File: config.mk
export PLATFORM = sky130hd
export DESIGN_NAME = button_conditioner
export DESIGN_NICKNAME = d
export VERILOG_FILES = /design/src/rtl/button_conditioner.sv
export SDC_FILE = /design/constraint.sdc
export NUM_CORES = 1
export LEC_CHECK = 0
export BUFFER_PORTS_ARGS = -buffer_cell sky130_fd_sc_hd__buf_2
export CORE_MARGIN = 2
export CORE_UTILIZATION = 59
export DETAILED_ROUTE_END_ITERATION = 7
export GPL_TIMING_DRIVEN = 0
export PLACE_DENSITY = 0.8
export SYNTH_ARGS = -nofsm -noshare
export SYNTH_HDL_FRONTEND = slang
export SYNTH_SLANG_ARGS = --single-unit
File: constraint.sdc
create_clock -name clk -period 2.55 [get_ports clk]
set_input_delay 0.1275 -clock clk [delete_from_list [all_inputs] [get_ports clk]]
set_output_delay 0.1275 -clock clk [all_outputs]
set_load 0.02 [all_outputs]
File: src/rtl/button_conditioner.sv
// button_conditioner
//   Turns the raw BUTTON pad into a debounced level, single-cycle press and
//   release strobes and an 8-bit press counter. Define
//   BUTTON_CONDITIONER_LONGPRESS_EN to add long-press and auto-repeat
//   strobes; without it long_pulse and repeat_pulse are tied low.
//
//   state        | meaning
//   IDLE         | released and stable
//   PRESS_WAIT   | pressed level seen, counting toward acceptance
//   HELD         | press accepted, level stable
//   RELEASE_WAIT | released level seen while held, counting toward acceptance
module button_conditioner #(
  parameter int unsigned DEBOUNCE_CYCLES = 240000,
  parameter int unsigned LONG_CYCLES     = 12000000,
  parameter int unsigned REPEAT_CYCLES   = 2400000,
  parameter int unsigned CNT_W           = 24,
  parameter bit          BTN_ACTIVE_LOW  = 1'b1
) (
  input  logic       clk,
  input  logic       rst,
  input  logic       btn_in,
  output logic       btn_level,
  output logic       press_pulse,
  output logic       release_pulse,
  output logic [7:0] press_count,
  output logic       long_pulse,
  output logic       repeat_pulse
);

  typedef enum logic [1:0] {
    IDLE,
    PRESS_WAIT,
    HELD,
    RELEASE_WAIT
  } state_t;

  localparam logic [CNT_W-1:0] DEB_LAST = CNT_W'(DEBOUNCE_CYCLES - 1);

  logic             sync1_q, sync2_q;
  logic             pressed;
  state_t           state_q, state_d;
  logic [CNT_W-1:0] dcnt_q, dcnt_d;
  logic             level_q, level_d;
  logic             press_q, press_d;
  logic             release_q, release_d;
  logic [7:0]       count_q, count_d;

  // Two-flop synchronizer; both flops reset to the released pin level so a
  // button held through reset produces an ordinary debounced press.
  always_ff @(posedge clk or posedge rst) begin
    if (rst) begin
      sync1_q <= BTN_ACTIVE_LOW;
      sync2_q <= BTN_ACTIVE_LOW;
    end else begin
      sync1_q <= btn_in;
      sync2_q <= sync1_q;
    end
  end

  assign pressed = sync2_q ^ BTN_ACTIVE_LOW;

  // Debounce state, counter, level, strobes and press counter registers.
  always_ff @(posedge clk or posedge rst) begin
    if (rst) begin
      state_q   <= IDLE;
      dcnt_q    <= '0;
      level_q   <= 1'b0;
      press_q   <= 1'b0;
      release_q <= 1'b0;
      count_q   <= 8'd0;
    end else begin
      state_q   <= state_d;
      dcnt_q    <= dcnt_d;
      level_q   <= level_d;
      press_q   <= press_d;
      release_q <= release_d;
      count_q   <= count_d;
    end
  end

  // Debounce next-state: a new level must persist for DEBOUNCE_CYCLES
  // counts in the wait state; any reversal aborts silently.
  always_comb begin
    state_d   = state_q;
    dcnt_d    = dcnt_q;
    level_d   = level_q;
    press_d   = 1'b0;
    release_d = 1'b0;
    count_d   = count_q;
    case (state_q)
      IDLE: begin
        if (pressed) begin
          state_d = PRESS_WAIT;
          dcnt_d  = '0;
        end
      end
      PRESS_WAIT: begin
        if (!pressed) begin
          state_d = IDLE;
        end else if (dcnt_q == DEB_LAST) begin
          state_d = HELD;
          press_d = 1'b1;
          level_d = 1'b1;
          count_d = count_q + 8'd1;
        end else begin
          dcnt_d = dcnt_q + CNT_W'(1);
        end
      end
      HELD: begin
        if (!pressed) begin
          state_d = RELEASE_WAIT;
          dcnt_d  = '0;
        end
      end
      RELEASE_WAIT: begin
        if (pressed) begin
          state_d = HELD;
        end else if (dcnt_q == DEB_LAST) begin
          state_d   = IDLE;
          release_d = 1'b1;
          level_d   = 1'b0;
        end else begin
          dcnt_d = dcnt_q + CNT_W'(1);
        end
      end
      default: state_d = IDLE;
    endcase
  end

  assign btn_level     = level_q;
  assign press_pulse   = press_q;
  assign release_pulse = release_q;
  assign press_count   = count_q;

`ifdef BUTTON_CONDITIONER_LONGPRESS_EN
  localparam logic [CNT_W-1:0] LONG_LAST = CNT_W'(LONG_CYCLES - 1);
  localparam logic [CNT_W-1:0] REP_LAST  = CNT_W'(REPEAT_CYCLES - 1);

  logic             in_hold;
  logic [CNT_W-1:0] hcnt_q, hcnt_d;
  logic [CNT_W-1:0] rcnt_q, rcnt_d;
  logic             armed_q, armed_d;
  logic             long_q, long_d;
  logic             repeat_q, repeat_d;

  assign in_hold = (state_q == HELD) || (state_q == RELEASE_WAIT);

  // Hold-time, repeat-interval and arm registers.
  always_ff @(posedge clk or posedge rst) begin
    if (rst) begin
      hcnt_q   <= '0;
      rcnt_q   <= '0;
      armed_q  <= 1'b0;
      long_q   <= 1'b0;
      repeat_q <= 1'b0;
    end else begin
      hcnt_q   <= hcnt_d;
      rcnt_q   <= rcnt_d;
      armed_q  <= armed_d;
      long_q   <= long_d;
      repeat_q <= repeat_d;
    end
  end

  // Long-press fires once per press; the arm guard also keeps a saturated
  // hold counter from re-triggering it. Release acceptance wins over repeat.
  always_comb begin
    hcnt_d   = hcnt_q;
    rcnt_d   = rcnt_q;
    armed_d  = armed_q;
    long_d   = 1'b0;
    repeat_d = 1'b0;
    if (press_d) begin
      hcnt_d = '0;
    end else if (in_hold && (hcnt_q != {CNT_W{1'b1}})) begin
      hcnt_d = hcnt_q + CNT_W'(1);
    end
    if (release_d) begin
      armed_d = 1'b0;
      rcnt_d  = '0;
    end else if ((state_q == HELD) && (hcnt_q == LONG_LAST) && !armed_q) begin
      long_d  = 1'b1;
      armed_d = 1'b1;
      rcnt_d  = '0;
    end else if (armed_q && in_hold) begin
      if (rcnt_q == REP_LAST) begin
        repeat_d = 1'b1;
        rcnt_d   = '0;
      end else begin
        rcnt_d = rcnt_q + CNT_W'(1);
      end
    end
  end

  assign long_pulse   = long_q;
  assign repeat_pulse = repeat_q;
`else
  assign long_pulse   = 1'b0;
  assign repeat_pulse = 1'b0;
`endif

endmodule

* Word level (Yosys, flattened, before mapping)
Cells that the tools add are included.
** Word-level totals
- Input port bits :: 3
- Bits in registers :: 39
- Output and inout bits :: 13
** Cells by class
- Add/sub/neg operators :: 2
- Muxes and demuxes :: 23
- Bitwise gates (word level) :: 1
- Reductions and logical operators :: 6
- Eq/ne operators :: 12
** Operators with widths (count)
- 24-bit two-way mux :: 5
- 24-bit case mux with 4 select lines :: 1
- 24-bit by 1-bit adder with 24-bit output (second input constant) :: 1
- 24-bit by 18-bit == test with 1-bit output (second input constant) :: 1
- 2-bit two-way mux :: 6
- 2-bit inequality test (second input constant) :: 6
- 1-bit two-way mux :: 9
- 8-bit by 1-bit adder with 8-bit output (second input constant) :: 1
- 2-bit case mux with 4 select lines :: 1
- 4-bit AND reduction :: 2
- 3-bit inequality test (second input constant) :: 2
- 5-bit AND reduction :: 1
- 2-bit == test (second input constant) :: 2
- 3-bit AND reduction :: 1
- 2-bit by 1-bit == test with 1-bit output (second input constant) :: 1
- 2-bit logical NOT :: 1
- 1-bit case mux with 2 select lines :: 1
- 2-bit nonzero test :: 1
- 1-bit inverter :: 1

* Longest topological paths before layout
Gate-level depths: netlist (run 1).
- Depth in word-level cells :: 4
- Mapped depth :: 7

* Worst setup path before layout (run 1)
No wires, ideal clock.
- Path kind :: register -> register
- From :: register dcnt_q[14]
- To :: register level_q (netlist: btn_level)
- Cell stages (with the launch flop) :: 6
- Arrival :: 1.711 ns
- Data required time :: 2.428 ns
- Setup slack :: 0.718 ns
- Buffers on the path :: 0
- Setup time :: 0.122 ns
- Cell sequence :: dfrtp_1 > or4_4 > nor4_4 > and3_1 > mux2i_1 > nand2_1
** Between the ends
- Longest elaborated chain between the ends :: 3
** Ends and longest elaborated chain
- from (decl) :: line 42 : logic [CNT_W-1:0] dcnt_q, dcnt_d;
- from (signal assigned) :: line 73 : dcnt_q <= dcnt_d;
- 24-bit by 18-bit == test with 1-bit output * :: line 100, 118
- 2-bit inequality test (no source line)
- 5-bit AND reduction (no source line) *
- to (signal assigned) :: line 74 : level_q <= level_d;
- to (decl) :: line 43 : logic level_q, level_d;
Mark *: on every way between the ends. The rest lies on a longest branch, timed or not.
A chain may end at the register's enable or synchronous reset.

* Worst setup path after layout (run 1)
- From :: register dcnt_q[7]
- To :: register dcnt_q[4]
** Between the ends
- Longest elaborated chain between the ends :: 4
** Ends and longest elaborated chain (line)
- 24-bit by 18-bit == test with 1-bit output * :: 100, 118
- 24-bit two-way mux *
- 24-bit two-way mux, on equally long branches
- 24-bit case mux with 4 select lines *
Mark *: on every way between the ends. The rest lies on a longest branch, timed or not. The select of a mux whose other input is x is not followed.

==> results.toml, run 1 <==
[sta]
fmax_mhz = 461
fin_crit_ns = 2.17
fin_crit_sh_pct = 85.1
relSlewSlack_pct = 47.7
setup_viol = 0
rsz0062_at_grt = "false"
final_max_slew_viol_count = 0
setup_tns_ns = 0
finClkSkew_ns = 0.0136
worst_slew_pin_slew_ns = 0.783
whs_ns = 0.367
hold_violations = 0

[cts]
cts_tree = "done"
clk_pin_slew_ns = 0.12
clockBufferDepth = 2
clock-root-buffer = "clkbuf_4"
cts.sinks = 39
clkLatencyLatePin_ns = 0.36
post_cts_buffers = 0
postCtsHoldBufs = 2
numCtsBuffers = 5
cts_max_level = 2
cts_resized = 0

[yosys]
synth_top_family_by_area = "simple AND/OR/NAND/NOR gates"
synthSimpleGateAreaFrac_pct = 26.8
synth_cell_type_count = 46
yosys.area.top_type_share_pct = 44.0
ys_ff_latch = 39
synthArstFlopShare_pct = 100
synth-edff-count = 0
synth-compound-area-share_pct = 12.4
synth_area_mm2 = 0.00210
synth.avg_cell_area_um2 = 9.61
ys.flop_type = "dfrtp_1"
synth_fa_ha_area_share_pct = 1.19
synth_xor_area_share_pct = 6.24
yosysSeqAreaShare_pct = 46.5
muxShareOfSynthArea_pct = 2.08
yosysTopAreaCell = "dfrtp_1"
synthTopCellsByArea = "dfrtp_1, xnor2_1, nand2_1"
synth_cells = 219
yosys_warnings = 0

[finish]
fin_cells = 289
drive_above_1_share_pct = 16.9
mostFrequentLayoutCells = "dfrtp_1, nand2_1, nor2_1"
num_antenna_cells = 0
register_area_um2 = 978
layout_commonest_cell = "dfrtp_1"
fill_cells = 260
areaGrowthSynthToFinish_pct = 9.51
multi_input_area_mm2 = 0.00103
nets = 247

[place]
io_buffers = 13
dp_hpwl_um = 3000
dp.cells = 279
gp_congestion = 0.802

[die]
initial_utilization_pct = 62.1
pin_count = 16
coreArea_mm2 = 0.00339
die_area_mm2 = 0.00406
rows = 21
die_h_um = 63.7
die_w_um = 63.7

[route]
wl_um = 4290
viasPerCell = 6.03
wl_per_cell_um = 14.8
drt_iter0_drc = 95
ant_nets = 0
dr.pass1.iters = 4
vias = 1744
drc = 0

[grt]
met3_usage_pct = 5.89
busiest_layer = "met2"
grt_pass1_wl_um = 7450
grt_max_degree = 40
first_global_vias = 1543
grt_use_met1_pct = 33.3
use_met2_pct = 36.7
antenna_found_initial = 0
grt_usage_pct = 24.2
overflow = 0

[critical_path]
cp.depth = 7
reg2reg_to = "dcnt_q[4]"
critPathMaxFanout = 10
crit_chain = "clkbuf_1, nor4b_1, nand4_1, o31ai_2, buf_2, o221ai_1, o31ai_1"
slowest_delay_ns = 0.44
crit_family = "simple AND/OR/NAND/NOR gates"
r2r_start = "dcnt_q[7]"
startpoint = "dcnt_q[7]"
crit_arrival_ns = 2.42
r2r_slack_ns = 0.38
r2r_cells = 7
cpMaxStageDelayCell = "nor4b_1"
cp_num_buf_inv = 2
cp.required_ns = 2.80
critPathKind = "register to register"
startpoint_type = "register"
end_kind = "register"

[pwr]
power.density_mw_per_mm2 = 451
vdd_ir_drop_max_mv = 0.376
power.leakage_nw = 1.03

[status]
status = "complete, no violations"

[worst_hold_path]
min_path_type = "register to register"
hp-start = "sync1_q"
worstHoldEndpoint = "sync2_q"
hold_depth = 0

[job]
maxCapViolCount = 0
[layout make-up]
class	instances	share of cell area (%)
multi-input combinational	158	44.8
clock buffer	6	1.79
timing repair buffer	15	3.69
inverter	10	1.63
buffer	13	2.61
clock inverter	2	0.543
tap	46	2.50
sequential	39	42.5
[synthesized netlist by cell type (2+ instances only)]
library cell	count
nor3_1	10
xnor2_1	9
a21oi_1	6
clkbuf_1	8
buf_4	2
o31a_1	3
xor2_1	6
nand2b_1	2
nor4b_1	2
nor4_1	3
or3_1	3
and4_1	2
dfrtp_1	37
and3_1	5
o31ai_1	6
ha_1	2
o21ai_0	11
or2_2	2
nor2_1	18
o221ai_1	2
nor4_2	2
a22o_1	4
buf_2	3
o211ai_1	2
mux2_2	3
nand2_1	18
nand3_1	13
dfstp_2	2
inv_1	10
nand4_1	7
[routing by layer]
metal,part of all wire [%],vias up
li1,-,832
met1,46,852
met2,47,53
met3,5.3,7
met4,1.8,0
met5,0,-
[power by group]
part	total, W	leakage (nW)	internal [W]	switching [W]
clock	0.000308	0.0282	0.000106	0.000202
sequential	0.000658	0.533	0.000635	0.0000238
combinational	0.0000736	0.467	0.0000272	0.0000464
total	0.00104	1.03	0.000768	0.000272
[metrics by stage]
step / worst slack (ns) / utilization (%) / area (um2) / power, W
after floorplan: 0.718 / - / 2110 / 0.000721
after global placement: 0.488 / 65.8 / 2230 / 0.000738
after detailed placement: 0.452 / 65.8 / 2230 / 0.000741
after CTS: 0.380 / 68.0 / 2300 / 0.00105
after global routing: 0.205 / 68.0 / 2300 / 0.00109
final: 0.379 / 68.0 / 2300 / 0.00104
[state kept, by name, summed over array words and instances (netlist names), named ones only]
register / count
btn_level: 1
dcnt_q: 24
press_count: 8
press_pulse: 1
release_pulse: 1
state_q: 1
sync1_q: 1
sync2_q: 1
[how the worst max path moves through the flow]
stage,to,slack (ns)
floorplan,btn_level,0.72
global placement,dcnt_q[4],0.49
detailed placement,dcnt_q[4],0.45
CTS,dcnt_q[4],0.38
global route,dcnt_q[4],0.20
finish,dcnt_q[4],0.38
[kinds of logic after synthesis]
kind of cell | count (synthesis)
buffers and inverters | 23
adder cells (fa/ha/maj) | 2
XOR/XNOR | 15
multiplexers | 4
AND/OR/NAND/NOR | 97
other | 1
AO/OA/AOI/OAI | 38
flip-flops | 39
Power figures use the tool's default switching activity.
==> run 2, diff against run 1 <==
--- a/config.mk
+++ b/config.mk
@@ -5,7 +5,7 @@
 export SDC_FILE = /design/constraint.sdc
 export NUM_CORES = 1
 export LEC_CHECK = 0
-export BUFFER_PORTS_ARGS = -buffer_cell sky130_fd_sc_hd__buf_2
+export BUFFER_PORTS_ARGS = -buffer_cell sky130_fd_sc_hd__buf_4
 export CORE_MARGIN = 2
 export CORE_UTILIZATION = 59
 export DETAILED_ROUTE_END_ITERATION = 7
==> run 2 against run 1 <==
Against the previous run:
- combinational power is 1% higher
- critical endpoint unchanged
- sequential cell count unchanged
- first-iteration DRC count increased by 8.4%
- worst hold slack got worse by 0.00054 ns
- non-clock buffer count did not move
- count of clock-buffer cells in the layout shrank 1
- die area did not move
- sequential share of layout area down 1.1 points
- wire length grew 0.14%
- setup slack improved by 0.0013 ns
- clock skew hardly changed
==> results.toml, run 2 (synthesized netlist as in run 1, its figures left out) <==
[status]
status = "complete, no violations"

[sta]
hold_violations = 0
fin_crit_sh_pct = 85.1
setup_tns_ns = 0
final_max_slew_viol_count = 0
finClkSkew_ns = 0.0133
setup_viol = 0
fin_crit_ns = 2.17
fmax_mhz = 461
relSlewSlack_pct = 46.7
worst_slew_pin_slew_ns = 0.798
rsz0062_at_grt = "false"

[grt]
grt_usage_pct = 24.3
first_global_vias = 1609
overflow = 0
antenna_found_initial = 0
grt_max_degree = 40
grt_pass1_wl_um = 7560

[pwr]
vdd_ir_drop_max_mv = 0.418
power.density_mw_per_mm2 = 485
power.leakage_nw = 1.04
p_total_w = 0.00115

[critical_path]
r2r_cells = 7
cp.required_ns = 2.82
cp_num_buf_inv = 2
cpMaxStageDelayCell = "nor4b_1"
r2r_start = "dcnt_q[7]"
reg2reg_to = "dcnt_q[4]"
startpoint_type = "register"
crit_family = "simple AND/OR/NAND/NOR gates"
critPathKind = "register to register"
end_kind = "register"
crit_chain = "clkbuf_1, nor4b_1, nand4_1, o31ai_2, buf_2, o221ai_1, o31ai_1"
slowest_delay_ns = 0.51
cp.depth = 7
r2r_slack_ns = 0.38
crit_arrival_ns = 2.44
critPathMaxFanout = 10

[route]
drt_iter0_drc = 103
dr.pass1.iters = 4
ant_nets = 0
wl_um = 4290
wl_per_cell_um = 14.9
viasPerCell = 5.93
drc = 0
vias = 1715

[place]
gp_congestion = 0.840
dp_hpwl_um = 3010
io_buffers = 13

[die]
die_area_mm2 = 0.00406
pin_count = 16
die_w_um = 63.7
coreArea_mm2 = 0.00339
die_h_um = 63.7
rows = 21
initial_utilization_pct = 62.1

[finish]
largest_reg_flops = 24
areaGrowthSynthToFinish_pct = 12.4
registers.top_by_ff_count = "dcnt_q"
layout_commonest_cell = "dfrtp_1"
finish.utilization_pct = 69.8
mostFrequentLayoutCells = "dfrtp_1, nand2_1, nor2_1"
nets = 247
num_antenna_cells = 0
drive_above_1_share_pct = 17.3

[cts]
numCtsBuffers = 5
cts_tree = "done"
clkLatencyLatePin_ns = 0.35
cts_resized = 0
clock-root-buffer = "clkbuf_4"
cts_max_level = 2
clk_pin_slew_ns = 0.12
clockBufferDepth = 2
cts.sinks = 39
post_cts_buffers = 0

[worst_hold_path]
worstHoldEndpoint = "sync2_q"
hold_depth = 0
hp-start = "sync1_q"
min_path_type = "register to register"

[job]
maxCapViolCount = 0
[run 2: changes by cell type in the layout (fill, tap and decap cells not counted), sizes merged]
cell      previous run  this run
bufinv               0         1
clkbuf              14        13
clkinv               1         2
clkinvlp             1         0
[run 2: power breakdown]
group,internal (W),switching [W]
logic,0.0000280,0.0000466
registers,0.000635,0.0000234
clock network,0.000206,0.000207
total,0.000869,0.000277
[run 2: worst reg2reg max path, cell delays in order (launching register included)]
cell and delay [ns]:
dfrtp_1 0.38, clkbuf_1 0.19, nor4b_1 0.51, nand4_1 0.21, o31ai_2 0.31, buf_2 0.26, o221ai_1 0.15, o31ai_1 0.09
[run 2: cell type report]
type / instances / area, um2
inverter: 10 / 37.5
multi-input combinational: 158 / 1030
clock buffer: 5 / 37.5
buffer: 13 / 60.1
timing repair buffer: 15 / 118
fill: 258 / 1020
clock inverter: 3 / 43.8
tap: 46 / 57.6
sequential: 39 / 978
[run 2: how the worst max path moves through the flow]
stage                     from         to
global route         dcnt_q[7]  dcnt_q[4]
finish               dcnt_q[7]  dcnt_q[4]
floorplan           dcnt_q[14]  btn_level
detailed placement   dcnt_q[7]  dcnt_q[4]
global placement     dcnt_q[7]  dcnt_q[4]
CTS                  dcnt_q[7]  dcnt_q[4]
[run 2: timing repair]
action / in CTS / in global routing
endpoints found under the setup margin: 0 / 0
hold buffers: 2 / 0
endpoints found under the hold margin: 38 / 0
[run 2: layer usage]
metal	vias up	wire length [um]	track usage (%)
met2	48	1980	35.4
met1	820	1990	34.5
met4	0	107	11.7
li1	834	-	-
met3	13	216	4.82
met5	-	0	0
[run 2: stage by stage]
step	cell area (um2)	instances	hold slack, ns	worst slack (ns)
global route	2360	289	0.370	0.251
global placement	2260	279	0.236	0.512
CTS	2360	289	0.367	0.461
detailed placement	2260	279	0.237	0.487
floorplan	2110	220	0.132	0.718
finish	2360	289	0.366	0.381
==> run 3, diff against run 2 <==
--- a/config.mk
+++ b/config.mk
@@ -5,12 +5,14 @@
 export SDC_FILE = /design/constraint.sdc
 export NUM_CORES = 1
 export LEC_CHECK = 0
+export ABC_AREA = 1
 export BUFFER_PORTS_ARGS = -buffer_cell sky130_fd_sc_hd__buf_4
+export CORE_ASPECT_RATIO = 0.9
 export CORE_MARGIN = 2
-export CORE_UTILIZATION = 59
+export CORE_UTILIZATION = 60
 export DETAILED_ROUTE_END_ITERATION = 7
 export GPL_TIMING_DRIVEN = 0
-export PLACE_DENSITY = 0.8
+export PLACE_DENSITY = 0.81
 export SYNTH_ARGS = -nofsm -noshare
 export SYNTH_HDL_FRONTEND = slang
 export SYNTH_SLANG_ARGS = --single-unit
==> run 3 against run 2 <==
Against the previous run:
- largest power group unchanged
- via count increased by 15%
- die area increased by 8.1%
- setup slack improved by 0.30 ns
- clock power increased by 28%
- maximum frequency increased by 16%
- register-to-register slack improved by 0.30 ns
- critical path depth increased by 2
- clock skew decreased by 0.0080 ns
- wire length increased by 9.4%
- the run now ends with negative hold slack left
- sequential power decreased by 3.2%
- core utilization increased by 0.72 points
- area after synthesis increased by 10%
==> results.toml, run 3 <==
[status]
status = "finished with violations"
violations = "negative hold slack"

[critical_path]
startpoint_type = "register"
cpMaxStageDelayCell = "dfrtp_1"
slowest_delay_ns = 0.43
cp_num_buf_inv = 1
r2r_start = "dcnt_q[0]"
cp.required_ns = 2.73
reg2reg_to = "press_count[3]"
crit_chain = "ha_1, nand2_1, nor2_1, nand3_1, nor3_2, nand3_1, buf_4, nand2_1, o21ai_2"
r2r_slack_ns = 0.68
crit_family = "simple AND/OR/NAND/NOR gates"
r2r_cells = 9
crit_arrival_ns = 2.05
end_kind = "register"
critPathKind = "register to register"
critPathMaxFanout = 10

[yosys]
synth_cell_type_count = 28
yosys_warnings = 0
synth-edff-count = 0
synthArstFlopShare_pct = 100
synth_xor_area_share_pct = 9.04
synth_fa_ha_area_share_pct = 1.08
synth_cells = 310
synth-compound-area-share_pct = 7.32
yosysMostFrequentCell = "nand2_1"
synthTopCellsByArea = "dfrtp_1, nand2_1, nor2_1"
ys.flop_type = "dfrtp_1"
muxShareOfSynthArea_pct = 0
yosysSeqAreaShare_pct = 42.1
yosys-top-cells-count = "nand2_1, nor2_1, dfrtp_1"
ys_ff_latch = 39
yosysTopAreaCell = "dfrtp_1"
synth_area_mm2 = 0.00232
synth_top_family_by_area = "simple AND/OR/NAND/NOR gates"
synth.avg_cell_area_um2 = 7.50
synthSimpleGateAreaFrac_pct = 32.5
yosys.area.top_type_share_pct = 39.8

[grt]
grt_pass1_wl_um = 8140
antenna_found_initial = 0
first_global_vias = 1801
grt_max_degree = 40
grt_usage_pct = 23.0
overflow = 0

[finish]
mostFrequentLayoutCells = "nand2_1, nor2_1, dfrtp_1"
fin_cells = 379
registers.top_by_ff_count = "dcnt_q"
areaGrowthSynthToFinish_pct = 12.3
largest_reg_flops = 24
multi_input_area_mm2 = 0.00117
num_antenna_cells = 0
nets = 337
finish.utilization_pct = 70.5
fill_cells = 300
drive_above_1_share_pct = 15.9
register_area_um2 = 978
layout_commonest_cell = "nand2_1"

[sta]
fmax_mhz = 535
fin_crit_sh_pct = 73.3
fin_crit_ns = 1.87
finClkSkew_ns = 0.00537
worst_slew_pin_slew_ns = 0.779
setup_viol = 0
relSlewSlack_pct = 48.0
rsz0062_at_grt = "false"
setup_tns_ns = 0
final.setup.worst_slack_ns = 0.682
final_max_slew_viol_count = 0
whs_ns = -0.0132
hold_violations = 37

[route]
viasPerCell = 5.19
wl_per_cell_um = 12.4
drt_iter0_drc = 135
vias = 1966
ant_nets = 0
wl_um = 4700
drc = 0
dr.pass1.iters = 4

[pwr]
power.leakage_nw = 1.17
vdd_ir_drop_max_mv = 0.426
p_total_w = 0.00122
power.density_mw_per_mm2 = 469

[die]
pin_count = 16
die_w_um = 69.6
initial_utilization_pct = 62.7
rows = 21
coreArea_mm2 = 0.00370
die_h_um = 63.1
die_area_mm2 = 0.00439

[cts]
cts.sinks = 39
numCtsBuffers = 5
clk_pin_slew_ns = 0.08
clockBufferDepth = 2
cts_tree = "done"
cts_resized = 0
cts_max_level = 2
clock-root-buffer = "clkbuf_8"
clkLatencyLatePin_ns = 0.29

[place]
dp.cells = 370
dp_slack_ns = 0.691
dp_hpwl_um = 3470
gp_congestion = 0.953
io_buffers = 13

[job]
maxCapViolCount = 0

[worst_hold_path]
min_path_type = "input port to async pin"
run 3: cell count changes after synthesis, sizes merged, moves of 6 or more:
cell | before | now
clkbuf | 8 | 0
o21ai | 11 | 28
nand2 | 18 | 102
nor3 | 11 | 4
inv | 10 | 31
o31ai | 7 | 1
xor2 | 6 | 18
a21oi | 6 | 0
nor2 | 18 | 46
nor4 | 6 | 0
run 3: layout make-up:
class,instances,share of cell area (%)
Multi-Input combinational cell,233,44.8
Tap cell,46,2.20
Sequential cell,39,37.5
Clock inverter,2,1.34
Timing Repair Buffer,14,4.12
Clock buffer,6,3.16
Buffer,7,2.35
Inverter,32,4.60
run 3: how the worst max path moves through the flow:
stage                         start              to  slack, ns  cells after the start
final                     dcnt_q[0]  press_count[3]       0.68                      9
after global routing      dcnt_q[0]  press_count[3]       0.48                      9
after CTS                 dcnt_q[0]  press_count[3]       0.67                      9
after detailed placement  dcnt_q[0]  press_count[3]       0.69                      9
after global placement    dcnt_q[0]  press_count[7]       0.78                      9
after floorplan           dcnt_q[0]  press_count[3]       0.99                      9
run 3: cell families (layout without fill, tap and decap cells):
logic type | after synthesis | after routing
simple gates | 176 | 176
fa+ha+maj | 2 | 2
buf+inv | 39 | 61
other cells | 1 | 2
xor+xnor | 24 | 24
compound gates | 29 | 29
flops | 39 | 39
run 3: stage by stage:
| stage | instance area, um2 | hold slack, ns |
|---|---|---|
| after global routing | 2610 | 0.0825 |
| after global placement | 2480 | 0.237 |
| after floorplan | 2330 | 0.132 |
| final | 2610 | -0.0132 |
| after detailed placement | 2480 | 0.238 |
| after CTS | 2610 | 0.0302 |
run 3: power breakdown:
| group | internal (W) | total [W] | switching (W) | leakage, nW |
|---|---|---|---|---|
| Clock | 0.000317 | 0.000529 | 0.000213 | 0.0612 |
| Combinational | 0.0000188 | 0.0000573 | 0.0000386 | 0.573 |
| Sequential | 0.000627 | 0.000637 | 0.00000949 | 0.534 |
run 3: repair_timing:
| item | CTS | global route |
|---|---|---|
| hold buffers | 1 | 0 |
| hold endpoints to repair | 1 | 0 |
| setup buffers | 0 | 0 |
run 3: routing by layer:
| layer | track usage (%) | vias to the layer above | part of all wire, % |
|---|---|---|---|
| met2 | 38.8 | 35 | 48 |
| li1 | - | 1006 | - |
| met1 | 31.3 | 921 | 48 |
| met5 | 0 | - | 0 |
| met4 | 5.53 | 0 | 0.77 |
| met3 | 3.84 | 4 | 3.6 |
